### src/rtl/axis_bram_pkg.sv
// axis_bram_pkg: shared FSM encoding, latency default and configuration check for the BRAM stream reader
package axis_bram_pkg;

    typedef enum logic [1:0] {IDLE, READ, DRAIN, FINISH} state_t;

    localparam int RD_LAT_DEF = 2;

    function automatic bit cfg_ok(input int depth, input int rd_lat);
        return depth >= rd_lat + 2 && (depth & (depth - 1)) == 0 && rd_lat >= 1 && rd_lat <= 2;
    endfunction

endpackage

### src/rtl/axis_bram_reader_if.sv
// axis_bram_reader_if: AXI4-Stream beat channel between the BRAM reader and its consumer
interface axis_bram_reader_if #(
    parameter int DATA_W = 16
);

    logic [DATA_W-1:0] tdata;
    logic              tvalid;
    logic              tready;
    logic              tlast;

    modport master (output tdata, tvalid, tlast, input tready);
    modport slave  (input tdata, tvalid, tlast, output tready);

endinterface

### src/rtl/axis_sync_fifo.sv
// axis_sync_fifo: first-word-fall-through synchronous FIFO with occupancy count
module axis_sync_fifo #(
    parameter int DATA_W = 16,
    parameter int DEPTH  = 4
) (
    input  logic                   aclk,
    input  logic                   aresetn,
    input  logic                   push,
    input  logic [DATA_W-1:0]      din,
    input  logic                   pop,
    output logic [DATA_W-1:0]      dout,
    output logic [$clog2(DEPTH):0] count
);

    localparam int AW = $clog2(DEPTH);
    localparam int CW = AW + 1;

    logic [DATA_W-1:0] mem [DEPTH];
    logic [AW-1:0]     wr_ptr, rd_ptr;

    always_ff @(posedge aclk) begin
        if (!aresetn) begin
            wr_ptr <= '0;
            rd_ptr <= '0;
            count  <= '0;
        end else begin
            if (push) wr_ptr <= wr_ptr + AW'(1);
            if (pop) rd_ptr <= rd_ptr + AW'(1);
            count <= count + CW'(push) - CW'(pop);
        end
    end

    always_ff @(posedge aclk) begin
        if (push) mem[wr_ptr] <= din;
    end

    // Empty reads as zero so stale entries never leak out after a flush
    assign dout = (count == '0) ? '0 : mem[rd_ptr];

endmodule

### src/rtl/axis_bram_reader.sv
// axis_bram_reader: streams a contiguous BRAM region out over AXI4-Stream,
// absorbing read latency and backpressure in a small credit-controlled FIFO.
module axis_bram_reader
    import axis_bram_pkg::*;
#(
    parameter int DATA_W     = 16,
    parameter int ADDR_W     = 16,
    parameter int RD_LAT     = RD_LAT_DEF,
    parameter int FIFO_DEPTH = 4
) (
    input  logic               aclk,
    input  logic               aresetn,
    input  logic               start,
    input  logic [ADDR_W-1:0]  start_addr,
    input  logic [15:0]        count_limit,
    output logic               busy,
    output logic               done,
    output logic               bram_en,
    output logic [ADDR_W-1:0]  bram_addr,
    input  logic [DATA_W-1:0]  bram_dout,
    axis_bram_reader_if.master m_axis
);

    localparam int CW = $clog2(FIFO_DEPTH) + 1;

    state_t            state, state_n;
    logic [ADDR_W-1:0] rd_addr;
    logic [15:0]       issue_left, beat_left, beat_left_n;
    logic [RD_LAT-1:0] pipe;
    logic [CW-1:0]     inflight, fifo_count;
    logic              hs, push, credit;

    if (!cfg_ok(FIFO_DEPTH, RD_LAT)) begin : g_bad_cfg
        $error("axis_bram_reader: FIFO_DEPTH must be a power of two >= RD_LAT+2 and RD_LAT must be 1 or 2");
    end

    // Credit ignores this cycle's pop, so DEPTH >= RD_LAT+2 keeps one read per cycle
    assign credit      = ({1'b0, fifo_count} + {1'b0, inflight}) < (CW+1)'(FIFO_DEPTH);
    assign push        = pipe[RD_LAT-1];
    assign hs          = m_axis.tvalid && m_axis.tready;
    assign beat_left_n = beat_left - 16'(hs);
    assign bram_addr   = rd_addr;

    assign m_axis.tvalid = fifo_count != '0;
    assign m_axis.tlast  = m_axis.tvalid && beat_left == 16'd1;

    always_ff @(posedge aclk) begin
        state <= !aresetn ? IDLE : state_n;
    end

    always_comb begin
        state_n = state;
        unique case (state)
            IDLE:   if (start) state_n = (count_limit == '0) ? FINISH : READ;
            READ:   if (bram_en && issue_left == 16'd1) state_n = DRAIN;
            DRAIN:  if (beat_left_n == '0) state_n = FINISH;
            FINISH: state_n = IDLE;
        endcase
    end

    always_comb begin
        busy    = state == READ || state == DRAIN;
        done    = state == FINISH;
        bram_en = state == READ && credit;
    end

    always_ff @(posedge aclk) begin
        if (!aresetn) begin
            rd_addr    <= '0;
            issue_left <= '0;
            beat_left  <= '0;
            pipe       <= '0;
            inflight   <= '0;
        end else begin
            pipe     <= RD_LAT'({pipe, bram_en});
            inflight <= inflight + CW'(bram_en) - CW'(push);
            if (state == IDLE && start) begin
                rd_addr    <= start_addr;
                issue_left <= count_limit;
                beat_left  <= count_limit;
            end else begin
                if (bram_en) begin
                    rd_addr    <= rd_addr + ADDR_W'(1);
                    issue_left <= issue_left - 16'd1;
                end
                beat_left <= beat_left_n;
            end
        end
    end

    axis_sync_fifo #(
        .DATA_W (DATA_W),
        .DEPTH  (FIFO_DEPTH)
    ) u_fifo (
        .aclk    (aclk),
        .aresetn (aresetn),
        .push    (push),
        .din     (bram_dout),
        .pop     (hs),
        .dout    (m_axis.tdata),
        .count   (fifo_count)
    );

endmodule

### src/flat_wrapper.sv
// flat-port wrapper written by rule: the top's interface ports become plain ports
module axis_bram_reader_flat import axis_bram_pkg::*;
#(
    parameter int DATA_W     = 16,
    parameter int ADDR_W     = 16,
    parameter int RD_LAT     = RD_LAT_DEF,
    parameter int FIFO_DEPTH = 4
)
  (aclk, aresetn, start, start_addr, count_limit, busy, done, bram_en, bram_addr, bram_dout, m_axis_tdata, m_axis_tvalid, m_axis_tlast, m_axis_tready);
  axis_bram_reader_if #(.DATA_W(DATA_W)) m_axis_i ();
  input  logic aclk;
  input  logic aresetn;
  input  logic start;
  input  logic [ADDR_W-1:0] start_addr;
  input  logic [15:0] count_limit;
  output logic busy;
  output logic done;
  output logic bram_en;
  output logic [ADDR_W-1:0] bram_addr;
  input  logic [DATA_W-1:0] bram_dout;
  output wire logic [$bits(m_axis_i.tdata)-1:0] m_axis_tdata;
  output wire logic [$bits(m_axis_i.tvalid)-1:0] m_axis_tvalid;
  output wire logic [$bits(m_axis_i.tlast)-1:0] m_axis_tlast;
  input wire logic [$bits(m_axis_i.tready)-1:0] m_axis_tready;
  assign m_axis_tdata = m_axis_i.tdata;
  assign m_axis_tvalid = m_axis_i.tvalid;
  assign m_axis_tlast = m_axis_i.tlast;
  assign m_axis_i.tready = m_axis_tready;
  axis_bram_reader #(.DATA_W(DATA_W), .ADDR_W(ADDR_W), .RD_LAT(RD_LAT), .FIFO_DEPTH(FIFO_DEPTH)) u_core (.aclk(aclk), .aresetn(aresetn), .start(start), .start_addr(start_addr), .count_limit(count_limit), .busy(busy), .done(done), .bram_en(bram_en), .bram_addr(bram_addr), .bram_dout(bram_dout), .m_axis(m_axis_i));
endmodule
### config.mk
export PLATFORM = sky130hd
export DESIGN_NAME = axis_bram_reader_flat
export DESIGN_NICKNAME = d
export VERILOG_FILES = /design/src/rtl/axis_bram_pkg.sv /design/src/rtl/axis_bram_reader_if.sv /design/src/rtl/axis_sync_fifo.sv /design/src/rtl/axis_bram_reader.sv /design/src/flat_wrapper.sv
export SDC_FILE = /design/constraint.sdc
export NUM_CORES = 1
export LEC_CHECK = 0
export ABC_CLOCK_PERIOD_IN_PS = 2600
export BUFFER_PORTS_ARGS = -buffer_cell sky130_fd_sc_hd__buf_2
export CORE_UTILIZATION = 50
export CTS_BUF_LIST = sky130_fd_sc_hd__clkbuf_8 sky130_fd_sc_hd__clkbuf_16
export DETAILED_ROUTE_END_ITERATION = 10
export GPL_TIMING_DRIVEN = 0
export PLACE_DENSITY = 0.85
export SLEW_MARGIN = 20
export SYNTH_ARGS = -nofsm -noshare
export SYNTH_HDL_FRONTEND = slang
export SYNTH_SLANG_ARGS = --single-unit
### constraint.sdc
create_clock -name aclk -period 2.6 [get_ports aclk]
set_clock_uncertainty 0.1 [all_clocks]
set_input_delay 0 -clock aclk [delete_from_list [all_inputs] [get_ports aclk]]
set_output_delay 0 -clock aclk [all_outputs]
set_load 0.005 [all_outputs]
==> flow_summary.ini <==
[status]
outcome = finished, violations left
failed_checks = negative setup slack

[clocking]
cts-root-buf = clkbuf_16
htree_levels = 4
cts_sinks = 128
cts_tree = built
cts_buffers = 17
cts_buffer_depth = 2
clock_latency_ns = 0.41
clk_pin_slew_ns = 0.06

[detailed_routing]
dr_total_vias = 4645
vias_per_cell = 5.65
drt_iter0_drc = 294
drtPass1Iterations = 5
antenna_left = 0
wl_mm = 14.0
wl_per_cell_um = 17.1
drc = 0

[final_layout]
finalNetCount = 741
diodes = 0
fillers = 776
stdcell_area_sq_um = 7830
final_layout_size_suffix_gt1_share_pct = 27.1
final_cells = 822
syn2layout_area_growth_pct = 34.2

[logic_synthesis]
syn_area_sq_um = 5840
synth_fa_ha_area_share_pct = 5.19
synth_top_area_share_pct = 32.9
async_flop_share_pct = 0
ys.flop_type = edfxtp_1
synth_simple_gate_area_share_pct = 15.7
synth_compound_area_share_pct = 8.15
yosysTopAreaCell = edfxtp_1
synthesis.nets = 574
synth-edff-count = 64
ys_seq_area_share_pct = 54.9
muxShareOfSynthArea_pct = 6.52
synth_top_family_by_area = simple AND/OR/NAND/NOR gates
ys_ff_latch = 128
synthXorXnorAreaFrac_pct = 6.90
yosys_warnings = 0
synth.area.top_cells = edfxtp_1 33%, dfxtp_1 22%, mux4_2 6.2%
syn_area_per_cell_sq_um = 11.7
synth_cell_types = 48
synthCells = 499

[die]
dieArea_sq_um = 12100
top_level_ports = 89
die_y_um = 110
rows = 39
core_region_area_sq_um = 11400
start_util_pct = 51.1
die_x_um = 110

[global_routing]
grt_pass1_vias = 4644
grt_antenna_before_repair = 0
grt_max_degree = 17
grt_pass1_wl_mm = 22.2
track_usage_pct = 24.3
grt-ovfl-total = 0

[power_and_ir_drop]
p_leak_nw = 2.93
vdd_ir_drop_max_uv = 553
total_power_mw = 7.83
powerDensity_nw_per_um2 = 1000

[sta]
grt_setup_unrepaired = yes
fmax_mhz = 369
setup_ws_ns = -0.108
slew_violations = 0
worstMarginPinSlew_ns = 0.861
min_period_ns = 2.71
finalSetupViolCount = 1
finalHoldViolations = 0
slew-limit-headroom_pct = 42.6
period_share_pct = 104

[flow_run]
drv_cap = 0

[min_path]
worstHoldStart = aresetn
hold_class = in2reg
hold_end = u_core.u_fifo.count[0]
min_delay_path_depth = 3

[placed_design]
hpwl_mm = 8.85
portBuffers = 88
gp_congestion = 0.861
placed_cell_area_sq_um = 6490
placedCellCount = 730

[worst_setup_path]
rrSetupSlack_ns = -0.11
cp-end-kind = flop
worstReg2RegEnd = u_core.state[1]
worst-endpoint-arrival_ns = 2.93
required_ns = 2.83
reg2reg_depth = 11
crit_path_start = u_core.u_fifo.count[0]
reg2reg_from = u_core.u_fifo.count[0]
critPathKind = reg2reg
path_max_fanout = 5
start_kind = flop
## sequential cells by signal (all words and copies together) (netlist names), named ones only
name                  flops
u_core.u_fifo.mem        64
u_core.beat_left         16
u_core.bram_addr         16
u_core.issue_left        16
u_core.inflight           3
u_core.u_fifo.count       3
u_core.pipe               2
u_core.state              2
u_core.u_fifo.rd_ptr      2
u_core.u_fifo.wr_ptr      2
## what timing repair did
item,CTS,global route
pin swaps,14,14
gates resized for setup,19,13
endpoints found under the setup margin,4,19
setup buffers,7,4
hold buffers,51,0
gates cloned,0,0
endpoints found under the hold margin,113,0
## cells in the mapped netlist (11+ instances only)
cell / number
clkbuf_1: 19
dfxtp_1: 64
o21ai_0: 20
mux4_2: 16
edfxtp_1: 64
xor2_1: 22
a211oi_1: 12
ha_1: 21
nor2_1: 43
xnor2_1: 24
a21oi_1: 32
or3_1: 11
nand2_1: 23
inv_1: 19
and2_1: 24
## placed cells by master (no fill, tap or decap), types with 3 or more instances in the layout
master | synthesis | layout
mux4_2 | 16 | 16
a211oi_1 | 12 | 11
buf_2 | 2 | 90
nand2_1 | 23 | 23
nor3_1 | 10 | 10
nor2b_1 | 4 | 4
nand4_1 | 10 | 10
edfxtp_1 | 64 | 64
and2_1 | 24 | 23
nor4_1 | 7 | 7
a311oi_1 | 4 | 4
inv_6 | 0 | 5
dfxtp_1 | 64 | 61
bufinv_16 | 0 | 3
xnor2_1 | 24 | 23
a21oi_1 | 32 | 32
a31oi_1 | 3 | 3
clkbuf_1 | 19 | 17
ha_4 | 0 | 5
dlygate4sd3_1 | 0 | 51
buf_4 | 0 | 10
and3_1 | 3 | 3
or3_1 | 11 | 9
nand2b_1 | 4 | 3
inv_1 | 19 | 18
ha_1 | 21 | 15
o21ai_0 | 20 | 19
nand3_1 | 6 | 6
xor2_1 | 22 | 20
nor2_1 | 43 | 43
clkbuf_16 | 0 | 17
## kinds of logic after synthesis
| logic type | after synthesis |
|---|---|
| AND/OR/NAND/NOR | 164 |
| flip-flops | 128 |
| AO/OA/AOI/OAI | 79 |
| XOR/XNOR | 46 |
| buffers and inverters | 41 |
| adder cells (fa/ha/maj) | 23 |
| multiplexers | 18 |
## through the flow
stage	setup TNS (ns)	utilization (%)	worst slack, ns	hold slack (ns)
4_1_cts	-0.0531	67.9	-0.0300	0.0427
2_1_floorplan	0	-	0.00170	-0.00113
3_3_place_gp	-0.710	56.9	-0.313	0.110
3_5_place_dp	-0.642	56.9	-0.270	0.126
6_report	-0.108	68.6	-0.108	0.0697
5_1_grt	-0.304	68.6	-0.183	0.0757
## where the power goes
part	leakage [nW]	total, mW	switching [mW]	internal [mW]
Clock	0.296	2.42	0.899	1.52
Combinational	1.53	2.61	1.34	1.27
Sequential	1.11	2.80	0.354	2.44
## worst max path at each step
stage	cells past startpoint	slack (ns)	end
2_1_floorplan	11	0.002	u_core.state[1]
3_3_place_gp	11	-0.31	u_core.state[1]
3_5_place_dp	11	-0.27	u_core.state[1]
4_1_cts	11	-0.03	u_core.state[1]
5_1_grt	11	-0.18	u_core.state[1]
6_report	11	-0.11	u_core.state[1]
## metal layers
| layer | vias up | track usage [%] | part of all wire, % | wire length [um] |
|---|---|---|---|---|
| li1 | 2151 | - | - | - |
| met1 | 2266 | 28.5 | 41 | 5760 |
| met2 | 198 | 43.0 | 51 | 7110 |
| met3 | 30 | 5.76 | 6.3 | 888 |
| met4 | 0 | 9.05 | 1.9 | 265 |
| met5 | - | 0 | 0 | 0 |
## worst max-delay path: stages (launching register included)
cell      delay [ns]
dfxtp_2         0.33
or3_4           0.39
and2_4          0.18
ha_4            0.18
ha_4            0.18
buf_6           0.12
inv_4           0.04
a21oi_1         0.05
o211ai_1        0.29
nand3b_1        0.15
o32ai_2         0.34
mux2i_1         0.27
## final cells by class
type	count	area [sq um]	area share (%)
multi-input combinational	330	2650	33.8
buffer	19	73.8	0.942
inverter	20	77.6	0.990
sequential	128	3210	41.0
timing repair buffer	150	1040	13.2
tap	143	179	2.28
clock inverter	15	183	2.33
clock buffer	17	425	5.43
No activity file was read; power rests on OpenSTA's default activity.
